$ cat src/rtl/rv32i_pkg.sv
// Shared RV32I constants and types for the register-file write-back path.
package rv32i_pkg;

    localparam int XLEN     = 32;
    localparam int IDX_W    = 5;
    localparam int NUM_REGS = 32;

    // Requester positions in the arbiter request/grant vectors
    localparam int REQ_ALU = 0;
    localparam int REQ_LSU = 1;

    // One write-back request as presented to the register file port
    typedef struct packed {
        logic [IDX_W-1:0] idx;
        logic [XLEN-1:0]  data;
    } wb_req_t;

endpackage : rv32i_pkg

$ cat src/rtl/rr_arb2.sv
// Two-way round-robin arbiter, purely combinational. The priority pointer
// flop lives in the parent so that reset and hold behaviour stay there.
module rr_arb2
    import rv32i_pkg::*;
(
    input  logic [1:0] req,
    input  logic       prio,
    output logic [1:0] gnt,
    output logic       next_prio
);

    // Grant the lone requester, or the pointed-to one on contention; the
    // pointer then moves to whichever side lost (or holds when idle).
    always_comb begin
        gnt       = 2'b00;
        next_prio = prio;
        if (req[REQ_ALU] && req[REQ_LSU]) begin
            if (prio) begin
                gnt[REQ_LSU] = 1'b1;
            end else begin
                gnt[REQ_ALU] = 1'b1;
            end
        end else begin
            gnt = req;
        end
        if (gnt[REQ_ALU]) begin
            next_prio = 1'b1;
        end else if (gnt[REQ_LSU]) begin
            next_prio = 1'b0;
        end
    end

endmodule : rr_arb2

$ cat src/rtl/regfile_wb_arbiter.sv
// Write-back arbiter for the RV32I register file: shares the single write
// port between the ALU result path and the LSU load-return path with
// round-robin grants, registers the winning write, and (when the macro
// WB_SCOREBOARD_EN is defined) tracks per-register outstanding writes.
module regfile_wb_arbiter #(
    parameter int XLEN  = rv32i_pkg::XLEN,
    parameter int IDX_W = rv32i_pkg::IDX_W
) (
    input  logic                         clkin,
    input  logic                         nrst_in,
    input  logic                         alu_valid_in,
    input  logic [IDX_W-1:0]             alu_idx_in,
    input  logic [XLEN-1:0]              alu_data_in,
    output logic                         alu_ready_out,
    input  logic                         lsu_valid_in,
    input  logic [IDX_W-1:0]             lsu_idx_in,
    input  logic [XLEN-1:0]              lsu_data_in,
    output logic                         lsu_ready_out,
    input  logic                         issue_valid_in,
    input  logic [IDX_W-1:0]             issue_idx_in,
    output logic                         wr_en_out,
    output logic [IDX_W-1:0]             wr_idx_out,
    output logic [XLEN-1:0]              wr_data_out,
    output logic [rv32i_pkg::NUM_REGS-1:0] busy_out
);

    import rv32i_pkg::*;

    logic [1:0]       req_p0;
    logic [1:0]       gnt_p0;
    logic             prio;
    logic             next_prio_p0;
    logic             acc_p0;
    logic [IDX_W-1:0] sel_idx_p0;
    logic [XLEN-1:0]  sel_data_p0;

    logic             wr_en_p1;
    logic [IDX_W-1:0] wr_idx_p1;
    logic [XLEN-1:0]  wr_data_p1;

    assign req_p0[REQ_ALU] = alu_valid_in;
    assign req_p0[REQ_LSU] = lsu_valid_in;

    rr_arb2 u_arb (
        .req       (req_p0),
        .prio      (prio),
        .gnt       (gnt_p0),
        .next_prio (next_prio_p0)
    );

    // Stage p0: accept and select. Readies are masked during reset so no
    // requester believes it was accepted while the pipeline is being cleared.
    always_comb begin
        alu_ready_out = nrst_in & gnt_p0[REQ_ALU];
        lsu_ready_out = nrst_in & gnt_p0[REQ_LSU];
        acc_p0        = nrst_in & (gnt_p0[REQ_ALU] | gnt_p0[REQ_LSU]);
        sel_idx_p0    = alu_idx_in;
        sel_data_p0   = alu_data_in;
        if (gnt_p0[REQ_LSU]) begin
            sel_idx_p0  = lsu_idx_in;
            sel_data_p0 = lsu_data_in;
        end
    end

    // Priority pointer: advances on every grant, holds when nobody asked
    always_ff @(posedge clkin) begin
        if (!nrst_in) begin
            prio <= 1'b0;
        end else begin
            prio <= next_prio_p0;
        end
    end

    // Stage p1: registered write port. x0 writes complete the handshake but
    // never assert the enable; idx/data hold their last value when idle.
    always_ff @(posedge clkin) begin
        if (!nrst_in) begin
            wr_en_p1   <= 1'b0;
            wr_idx_p1  <= '0;
            wr_data_p1 <= '0;
        end else begin
            wr_en_p1 <= acc_p0 && (sel_idx_p0 != '0);
            if (acc_p0) begin
                wr_idx_p1  <= sel_idx_p0;
                wr_data_p1 <= sel_data_p0;
            end
        end
    end

    assign wr_en_out   = wr_en_p1;
    assign wr_idx_out  = wr_idx_p1;
    assign wr_data_out = wr_data_p1;

`ifdef WB_SCOREBOARD_EN
    logic [NUM_REGS-1:0] busy_p1;
    logic [NUM_REGS-1:0] set_mask_p0;
    logic [NUM_REGS-1:0] clr_mask_p0;

    // Issue sets, accepted write-back clears; applying set after clear makes
    // a same-index collision keep the bit, since a newer producer is in flight.
    always_comb begin
        set_mask_p0 = '0;
        clr_mask_p0 = '0;
        if (issue_valid_in) begin
            set_mask_p0[issue_idx_in] = 1'b1;
        end
        if (acc_p0) begin
            clr_mask_p0[sel_idx_p0] = 1'b1;
        end
    end

    // Pending-write flags; x0 is never tracked
    always_ff @(posedge clkin) begin
        if (!nrst_in) begin
            busy_p1 <= '0;
        end else begin
            busy_p1 <= ((busy_p1 & ~clr_mask_p0) | set_mask_p0)
                       & ~{{(NUM_REGS-1){1'b0}}, 1'b1};
        end
    end

    assign busy_out = busy_p1;
`else
    logic unused_issue;

    assign unused_issue = ^{issue_valid_in, issue_idx_in};
    assign busy_out     = '0;
`endif

endmodule : regfile_wb_arbiter

$ cat config.mk
export PLATFORM = sky130hd
export DESIGN_NAME = regfile_wb_arbiter
export DESIGN_NICKNAME = d
export VERILOG_FILES = /design/src/rtl/rv32i_pkg.sv /design/src/rtl/rr_arb2.sv /design/src/rtl/regfile_wb_arbiter.sv
export SDC_FILE = /design/constraint.sdc
export NUM_CORES = 1
export LEC_CHECK = 0
export CAP_MARGIN = 5
export CORE_UTILIZATION = 31
export DETAILED_ROUTE_END_ITERATION = 12
export PLACE_DENSITY = 0.79
export SYNTH_ARGS = -nofsm -noshare
export SYNTH_HDL_FRONTEND = slang
export SYNTH_SLANG_ARGS = --single-unit
$ cat constraint.sdc
create_clock -name clkin -period 1.6 [get_ports clkin]
set_clock_uncertainty 0.05 [all_clocks]
set_input_delay 0.16 -clock clkin [delete_from_list [all_inputs] [get_ports clkin]]
set_output_delay 0.16 -clock clkin [all_outputs]
set_load 0.03 [all_outputs]
==> impl_results.md, run 1 <==
- Global-route layer with the greatest usage: met2
- Layout Cell Area excl Fill: 0.00315 mm^2
- Total placed cells including tap cells: 355
- Largest net degree at the start of global routing: 38
- Maximum frequency from static timing analysis: 0.654 GHz
- Initial DRC count: 45
- Half-perimeter wire length after placement: 3.52 mm
- Number of H-tree branching levels: 2
- Adder-cell share of the synthesized area: 0
- Routability cong.: 0.676
- Initial antenna violation count: 0
- Total count of hold-check failures in the final report: 0
- Share of the synthesized area in compound gates (AO/OA/AOI/OAI): 0.223
- Hold-fix buffers at CTS: 0
- Final routed wirelength across all metal layers: 5.14 mm
- Worst-path maximum fanout: 2
- Post-synthesis xor/xnor area fraction: 0
- Ports placed on the boundary: 156
- Met1 Resource Use GR: 0.206
- Family of cells with the greatest summed delay on the critical path: buffers and inverters
- Ordered list of cells on the worst path: clkdlybuf4s50_1
- Required time of the worst setup path: 1.39 ns
- Fraction of synthesized area in multiplexers: 0
- Seq/Total Area, Yosys: 0.438
- Setup repair after global routing missed its margin: false
- Vias in the first global route: 1623
- Final-layout worst hold slack: 0.384 ns
- Worst supply voltage drop on vdd: 0.000356 V
- Launching element type of the critical path: flop
- Met2 global-route usage: 0.270
- Number of non-filler instances in the completed layout: 366
- Max stage delay on crit path: 0.71 ns
- Minimum clock period: 1.53 ns
- Tcrit/Tclk final: 0.955
- TritonCTS clock tree: yes
- Path category of the worst min-delay check: in2reg
- Final layout net count: 377
- Pre-antenna DRT Iters: 4
- Syn-to-layout area delta: 76.7%
- Ratio of routed vias to standard cells: 4.57
- Top library cells by usage in the layout, fill and taps aside: clkdlybuf4s50_1 (111), dfxtp_1 (39), and2_1 (37), a221o_1 (37), conb_1 (32)
- Worst Hold Launch: nrst_in
- Commonest non-fill, non-tap cell in the layout: clkdlybuf4s50_1
- Slew at the pin with the worst max-slew slack: 1.04 ns
- Setup slack after layout: 0.0718 ns
- Number of DRC violations after detailed routing: 0
- Power density cells: 912 mW/mm^2
- Cell area after synthesis: 0.00178 mm^2
- Post-route antenna net violation count: 0
- Pre-CTS setup slack: -0.450 ns
- Placed Instance Area: 0.00296 mm^2
- Crit path max-delay cell type: clkdlybuf4s50_1
- Die outline area: 0.00606 mm^2
- Mean Syn Cell Area: 10.4 um^2
- Latest clock arrival within the worst-skew pair: 0.28 ns
- Max Transition Viols Final: 0
- Launch point of the worst reg-to-reg path: prio
- Worst setup path category: reg2out
- First-pass GRT wire length: 7.87 mm
- Die Height: 77.8 um
- Number of instances in the synthesized netlist: 171
- Routed vias: 1674
- Combinational family with the most area after synthesis: compound AO/OA/AOI/OAI gates
- Category of the worst setup path capture point: primary output
- Lkg Pwr: 0.00131 uW
- Standard cell core area: 0.00554 mm^2
- Cell at the root of the clock tree: clkbuf_8
- Worst setup path startpoint: wr_data_out[4]
- Count of final setup violators: 0
- Post-Route Setup TNS: 0 ns
- Total clock sinks: 39
- Clock buffer count from CTS: 5
- Maximum buffer depth of the clock tree: 2
- Aggregate global routing overflow: 0
- Total number of placement rows: 27
- Count of synthesis-stage warnings from yosys: 0
- Arrival @ worst endpoint: 1.32 ns
- Drt wl/cell: 14.0 um
- Worst slew margin relative to its limit: 0.307
- Number of buffers added on ports: 117
- Area share of and/or/nand/nor cells after synthesis: 0.165
- MaxCap Viol Count: 0
- Synthesized flop and latch total: 39
- CTS clk-pin slew, worst paths: 0.07 ns
- Aggregate global-route resource usage: 0.166
- Met3 Use GR: 0.0624
- Run status: finished, final reports clean
- Initial cell density of the core: 0.322
- Number of buffers and inverters on the critical path: 1
- Distinct cell type count after synthesis: 17
- Die width: 77.8 um
- Fraction of final layout cells with drive strength greater than 1: 0.0748
- Count of antenna diodes in the layout: 0
==> cells by family (layout without fill, tap and decap cells) <==
group                  Yosys count  in the layout
flip-flops                      39             39
AND/OR/NAND/NOR                 47             48
buffers and inverters           44            135
other                            1             32
AO/OA/AOI/OAI                   40             40
==> state kept, by name, summed over array words and instances (netlist names) <==
register / cells
wr_data_out: 32
wr_idx_out: 5
prio: 1
wr_en_out: 1
==> layout make-up <==
cell class                      instances  area, um^2
Clock buffer                            6        72.6
Clock inverter                          2        60.1
Fill cell                             518        2390
Inverter                                1        3.75
Multi-Input combinational cell        120         832
Sequential cell                        39         781
Tap cell                               72        90.1
Timing Repair Buffer                  126        1310
==> Yosys cell counts <==
| cell type | number | area [um^2] |
|---|---|---|
| and3_4 | 1 | 11.3 |
| a221o_1 | 37 | 370 |
| nor3_1 | 2 | 10.0 |
| inv_1 | 1 | 3.75 |
| dfxtp_1 | 39 | 781 |
| a21oi_2 | 1 | 8.76 |
| buf_4 | 33 | 248 |
| buf_2 | 2 | 10.0 |
| nor3b_4 | 1 | 18.8 |
| conb_1 | 1 | 3.75 |
| clkbuf_1 | 6 | 22.5 |
| a22o_1 | 1 | 8.76 |
| and2_1 | 37 | 231 |
| nor2_1 | 2 | 7.51 |
| o211a_1 | 1 | 10.0 |
| buf_6 | 2 | 22.5 |
| nand2_1 | 4 | 15.0 |
==> metrics by stage <==
step / power (uW) / utilization
after floorplan: 1560 / -
after global placement: 1900 / 0.535
after detailed placement: 1910 / 0.535
after CTS: 2900 / 0.566
after global routing: 3000 / 0.569
final: 2870 / 0.569
==> path summary, 6_finish.rpt <==
kind | endpoint | slack [ns] | cells past startpoint
max | wr_data_out[4] | 0.07 | 1
min | prio | 0.38 | 3
max reg2reg | wr_idx_out[2] | 0.21 | 5
min reg2reg | prio | 0.49 | 1
==> report_power, final <==
group	switching (uW)	internal (uW)	total (uW)	leakage, uW
registers	37.0	1050	1090	0.000324
logic	413	405	818	0.000920
clock network	341	624	965	0.0000654
total	791	2080	2870	0.00131
==> per-layer routing <==
layer  vias up  wire length, um
met2        99             2450
met4         0               14
met5         -                0
met1       769             2170
li1        804                -
met3         2              498
==> repair_timing <==
item / CTS / global route
endpoints found under the hold margin: 0 / 0
pin swaps: 1 / 1
endpoints found under the setup margin: 39 / 38
setup buffers: 1 / 0
gates cloned: 1 / 1
gates resized for setup: 4 / 1
(Power assumes the default switching activity.)
==> inputs of run 2 (changes only) <==
--- a/config.mk
+++ b/config.mk
@@ -6,6 +6,7 @@
 export NUM_CORES = 1
 export LEC_CHECK = 0
 export CAP_MARGIN = 5
+export CORE_MARGIN = 4
 export CORE_UTILIZATION = 31
 export DETAILED_ROUTE_END_ITERATION = 12
 export PLACE_DENSITY = 0.79
==> run 2 against run 1 <==
Effect of this change: sequential cell count stayed put; via count is 1.7% higher; non-clock buffer count increased by 5; total power is 4.2% lower; critical path depth up 5; clock-buffer cell count unchanged; core utilization is 0.25 points higher; sequential share of layout area decreased by 0.11 points; fmax fell by 2.1%; final cell count increased by 1.4%; wire length grew 9.5%.
==> impl_results.md, run 2 (synthesized netlist as in run 1, its figures left out) <==
- Run status: finished, final reports clean
- Maximum buffer depth of the clock tree: 2 (unchanged)
- Initial cell density of the core: 0.322 (unchanged)
- Max Transition Viols Final: 0 (unchanged)
- Number of buffers added on ports: 117 (unchanged)
- Power density cells: 870 mW/mm^2 (-4.6%)
- Fraction of final layout cells with drive strength greater than 1: 0.0936 (+0.0188)
- Syn-to-layout area delta: 77.5%
- Routability cong.: 0.693 (+2.5%)
- Total number of placement rows: 27 (unchanged)
- Count of antenna diodes in the layout: 0 (unchanged)
- Post-Route Setup TNS: 0 ns (unchanged)
- Initial antenna violation count: 0 (unchanged)
- CP most frequent cell: buf_4
- Total count of hold-check failures in the final report: 0 (unchanged)
- Met1 Resource Use GR: 0.189 (-0.0168)
- Ratio of routed vias to standard cells: 4.59 (+0.36%)
- Family of cells with the greatest summed delay on the critical path: buffers and inverters
- TritonCTS clock tree: yes
- Cell at the root of the clock tree: clkbuf_8
- Maximum frequency from static timing analysis: 0.641 GHz (-2.1%)
- Die width: 83.8 um (+7.7%)
- Pre-antenna DRT Iters: 4 (unchanged)
- Standard cell core area: 0.00554 mm^2 (unchanged)
- Met2 global-route usage: 0.261 (-0.00888)
- Initial DRC count: 54 (+20%)
- Category of the worst setup path capture point: primary output
- Final layout net count: 382 (+1.3%)
- Fillcell total: 482 (-6.9%)
- Number of H-tree branching levels: 2 (unchanged)
- Top library cells by usage in the layout, fill and taps aside: clkdlybuf4s50_1 (112), dfxtp_1 (39), and2_1 (37), a221o_1 (37), conb_1 (32)
- Lkg Pwr: 0.00132 uW (+1.1%)
- Worst supply voltage drop on vdd: 0.000347 V (-2.5%)
- Drt wl/cell: 15.2 um (+8.0%)
- Worst setup path startpoint: nrst_in
- Required time of the worst setup path: 1.39 ns (about the same)
- Final routed wirelength across all metal layers: 5.62 mm (+9.5%)
- Sequential Area: 781 um^2 (unchanged)
- Met3 Use GR: 0.0592 (-0.00312)
- Die outline area: 0.00703 mm^2 (+16%)
- First-pass GRT wire length: 8.71 mm (+11%)
- CTS clk-pin slew, worst paths: 0.08 ns (about the same)
- Worst-path maximum fanout: 9 (+7)
- Aggregate global-route resource usage: 0.155 (-0.0107)
- Global-route layer with the greatest usage: met2
- Vias in the first global route: 1722 (+6.1%)
- Total clock sinks: 39 (unchanged)
- Worst reg2reg setup slack: 0.25 ns (+0.04 ns)
- Critical path depth in cells: 6 (+5)
- Ports placed on the boundary: 156 (unchanged)
- Worst setup path category: in2out
- Crit Reg-Reg Endpoint: wr_data_out[9]
- Final core occ: 0.571 (+0.00248)
- Path category of the worst min-delay check: in2reg
- Number of buffers and inverters on the critical path: 4 (+3)
- Max FFs per register: 32 (unchanged)
- Setup repair after global routing missed its margin: false
- Multi-input combinational cell area: 838 um^2 (+0.75%)
- Commonest non-fill, non-tap cell in the layout: clkdlybuf4s50_1
- Half-perimeter wire length after placement: 4.02 mm (+14%)
- Arrival @ worst endpoint: 1.35 ns (+0.03 ns)
- Ordered list of cells on the worst path: clkdlybuf4s50_1 -> buf_4 -> nand2_1 -> a21oi_4 -> buf_12 -> buf_4
- Post-route antenna net violation count: 0 (unchanged)
- Number of DRC violations after detailed routing: 0 (unchanged)
- Largest net degree at the start of global routing: 28 (-26%)
- Worst reg-to-reg path cell count: 4 (-1)
- Launch point of the worst reg-to-reg path: prio
- Tcrit/Tclk final: 0.975 (+0.0204)
- Launching element type of the critical path: input port
- Die Height: 83.8 um (+7.7%)
- Endpoint of the worst setup timing path: lsu_ready_out
- MaxCap Viol Count: 0 (unchanged)
- Max stage delay on crit path: 0.53 ns (-0.18 ns)
- Count of final setup violators: 0 (unchanged)
- Aggregate global routing overflow: 0 (unchanged)
- Minimum clock period: 1.56 ns (+0.0326 ns)
- Clock buffer count from CTS: 5 (unchanged)
- Routed vias: 1703 (+1.7%)
- Latest clock arrival within the worst-skew pair: 0.28 ns (about the same)
- Crit path max-delay cell type: clkdlybuf4s50_1
run 2: worst min path at each step:
stage               cells past startpoint      startpoint        endpoint
finish                                  2  alu_data_in[1]  wr_data_out[1]
global route                            2  lsu_data_in[7]  wr_data_out[7]
CTS                                     2  lsu_data_in[1]  wr_data_out[1]
detailed placement                      1            prio            prio
global placement                        1            prio            prio
floorplan                               1         nrst_in            prio
run 2: power by group:
part | internal, uW | switching, uW | leakage [uW]
Combinational | 406 | 420 | 0.000939
Sequential | 1050 | 36.9 | 0.000324
Clock | 504 | 333 | 0.0000612
Total | 1960 | 789 | 0.00132
run 2: routing by layer:
| metal | part of all wire | up-vias | wire [um] |
|---|---|---|---|
| met5 | 0 | - | 0 |
| met2 | 0.48 | 100 | 2690 |
| met4 | 0.0068 | 0 | 38 |
| met3 | 0.095 | 4 | 537 |
| met1 | 0.42 | 781 | 2360 |
| li1 | - | 818 | - |
run 2: stage by stage:
step	power [uW]	cells	setup slack (ns)	cell area [um^2]	hold WS, ns
after detailed placement	1910	355	-0.497	2950	0.471
after global placement	1900	355	-0.401	2950	0.455
after floorplan	1560	202	0.254	1900	0.243
after CTS	2760	364	0.00277	3080	0.413
final	2750	371	0.0393	3160	0.421
after global routing	2890	371	0.00498	3160	0.410
run 2: area by class of cell:
type	instances	share of cell area
multi-input cells	120	0.265
flip-flops and latches	39	0.247
clock buffers	6	0.0261
clock inverters	2	0.0111
repair buffers	131	0.422
well taps	72	0.0285
inverters	1	0.00119
run 2: repair_timing:
item | CTS | global route
resized for setup | 3 | 1
pin swaps | 0 | 0
hold buffers | 0 | 0
endpoints found under the hold margin | 0 | 0
setup buffers | 1 | 7
cloned | 1 | 0
setup endpoints to repair | 39 | 21
==> inputs of run 3 (changes only) <==
--- a/config.mk
+++ b/config.mk
@@ -8,8 +8,9 @@
 export CAP_MARGIN = 5
 export CORE_MARGIN = 4
 export CORE_UTILIZATION = 31
+export CTS_CLUSTER_SIZE = 20
 export DETAILED_ROUTE_END_ITERATION = 12
-export PLACE_DENSITY = 0.79
+export PLACE_DENSITY = 0.81
 export SYNTH_ARGS = -nofsm -noshare
 export SYNTH_HDL_FRONTEND = slang
 export SYNTH_SLANG_ARGS = --single-unit
==> run 3 against run 2 <==
Effect of this change: via count rose by 1.1%; setup slack improved by 0.017 ns; register-to-register slack lost 0.04 ns; fmax grew 1.1%; first-iteration DRC count down 9.3%; critical endpoint is now wr_data_out[4].
==> impl_results.md, run 3 (synthesized netlist as in run 1, its figures left out) <==
- Run status: finished, final reports clean
- Number of buffers and inverters on the critical path: 1 (-3)
- Initial DRC count: 49 (-9.3%)
- Pre-antenna DRT Iters: 4 (unchanged)
- Power density cells: 849 mW/mm^2 (-2.4%)
- Worst slew margin relative to its limit: 0.516
- Required time of the worst setup path: 1.39 ns (about the same)
- Number of DRC violations after detailed routing: 0 (unchanged)
- Max FFs per register: 32 (unchanged)
- Minimum clock period: 1.54 ns (-0.0170 ns)
- Die outline area: 0.00703 mm^2 (unchanged)
- Max Transition Viols Final: 0 (unchanged)
- Final layout net count: 378 (-1.0%)
- Clock buffer count from CTS: 5 (unchanged)
- Post-route antenna net violation count: 0 (unchanged)
- Setup repair after global routing missed its margin: false
- Number of non-filler instances in the completed layout: 367 (-1.1%)
- Hold-fix buffers at CTS: 0 (unchanged)
- Drt wl/cell: 15.9 um (+4.8%)
- Largest net degree at the start of global routing: 38 (+36%)
- Number of H-tree branching levels: 2 (unchanged)
- Cell at the root of the clock tree: clkbuf_8
- Vias in the first global route: 1817 (+5.5%)
- Routability cong.: 0.786 (+13%)
- Maximum buffer depth of the clock tree: 2 (unchanged)
- Initial antenna violation count: 0 (unchanged)
- Final routed wirelength across all metal layers: 5.83 mm (+3.6%)
- Slew at the pin with the worst max-slew slack: 0.725 ns
- Critical path depth in cells: 1 (-5)
- Crit path max-delay cell type: clkdlybuf4s50_1
- Total count of hold-check failures in the final report: 0 (unchanged)
- Ports placed on the boundary: 156 (unchanged)
- Instance count along the most critical hold path: 3 (+1)
- Max stage delay on crit path: 0.71 ns (+0.18 ns)
- Worst setup path startpoint: wr_data_out[4]
- PnR Total Power: 2630 uW (-4.2%)
- Standard cell core area: 0.00554 mm^2 (unchanged)
- Total number of placement rows: 27 (unchanged)
- Launch point of the worst reg-to-reg path: prio
- First-pass GRT wire length: 9.03 mm (+3.6%)
- Syn-to-layout area delta: 74.1%
- Worst-path maximum fanout: 2 (-7)
- Worst reg-to-reg path cell count: 5 (+1)
- Worst setup path category: reg2out
- Fraction of final layout cells with drive strength greater than 1: 0.0780 (-0.0157)
- CTS clk-pin slew, worst paths: 0.08 ns (about the same)
- Routed vias: 1722 (+1.1%)
- Total clock sinks: 39 (unchanged)
- Count of final setup violators: 0 (unchanged)
- Lkg Pwr: 0.00128 uW (-3.5%)
- Maximum frequency from static timing analysis: 0.648 GHz (+1.1%)
- Worst Hold Launch: nrst_in
- Path category of the worst min-delay check: in2reg
- Ordered list of cells on the worst path: clkdlybuf4s50_1
- Initial cell density of the core: 0.322 (unchanged)
- Total placed cells including tap cells: 355 (unchanged)
- Half-perimeter wire length after placement: 4.23 mm (+5.2%)
- Aggregate global-route resource usage: 0.158 (+0.00284)
- Top library cells by usage in the layout, fill and taps aside: clkdlybuf4s50_1 (112), dfxtp_1 (39), and2_1 (37), a221o_1 (37), conb_1 (32)
- Tcrit/Tclk final: 0.965 (-0.0106)
- Arrival @ worst endpoint: 1.33 ns (-0.02 ns)
- MaxCap Viol Count: 0 (unchanged)
- Number of buffers added on ports: 117 (unchanged)
- Count of antenna diodes in the layout: 0 (unchanged)
- Family of cells with the greatest summed delay on the critical path: buffers and inverters
- Ratio of routed vias to standard cells: 4.69 (+2.2%)
- TritonCTS clock tree: yes
- Die Height: 83.8 um (unchanged)
- Final core occ: 0.560 (-0.0108)
- Launching element type of the critical path: flop
- Aggregate global routing overflow: 0 (unchanged)
- Category of the worst setup path capture point: primary output
- Latest clock arrival within the worst-skew pair: 0.28 ns (about the same)
- Worst supply voltage drop on vdd: 0.000393 V (+13%)
- Die width: 83.8 um (unchanged)
- Post-Route Setup TNS: 0 ns (unchanged)
- Commonest non-fill, non-tap cell in the layout: clkdlybuf4s50_1
==> run 3: path summary, 6_finish.rpt <==
kind	end	slack, ns
max reg2reg	wr_data_out[17]	0.21
max	wr_data_out[4]	0.06
min reg2reg	prio	0.48
min	prio	0.38
==> run 3: worst min-delay path: cells and delay by family <==
kind,cells,cell delay [ns]
buf+inv,2,0.40
compound gates,1,0.13
==> run 3: power breakdown <==
| group | total (uW) | internal [uW] | switching [uW] |
|---|---|---|---|
| Sequential | 1090 | 1050 | 36.5 |
| Combinational | 820 | 400 | 420 |
| Clock | 726 | 394 | 332 |
==> run 3: repair_timing <==
action                     in CTS  in global routing
cloned                          0                  1
setup endpoints to repair      39                 37
buffers inserted                3                  0
resized for setup               4                  1
pin swaps                       1                  1
==> run 3: per-layer routing <==
metal | wire, um | track usage | share of wire | up-vias
li1 | - | - | - | 808
met1 | 2470 | 0.191 | 0.42 | 806
met2 | 2810 | 0.268 | 0.48 | 100
met3 | 487 | 0.0523 | 0.084 | 8
met4 | 61 | 0.0439 | 0.010 | 0
met5 | 0 | 0 | 0 | -
==> run 3: through the flow <==
stage                     setup WS, ns  hold WS, ns  instance area (um^2)
after CTS                       0.0290        0.315                  3090
final                           0.0562        0.382                  3100
after detailed placement        -0.482        0.472                  2960
after global routing           0.00165        0.417                  3100
after global placement          -0.432        0.453                  2960
after floorplan                  0.254        0.243                  1900
==> run 3: area by class of cell <==
class	count	area, um^2
clock buffers	8	100
inverters	1	3.75
multi-input cells	120	838
flip-flops and latches	39	781
well taps	72	90.1
repair buffers	127	1290
fillers	515	2440
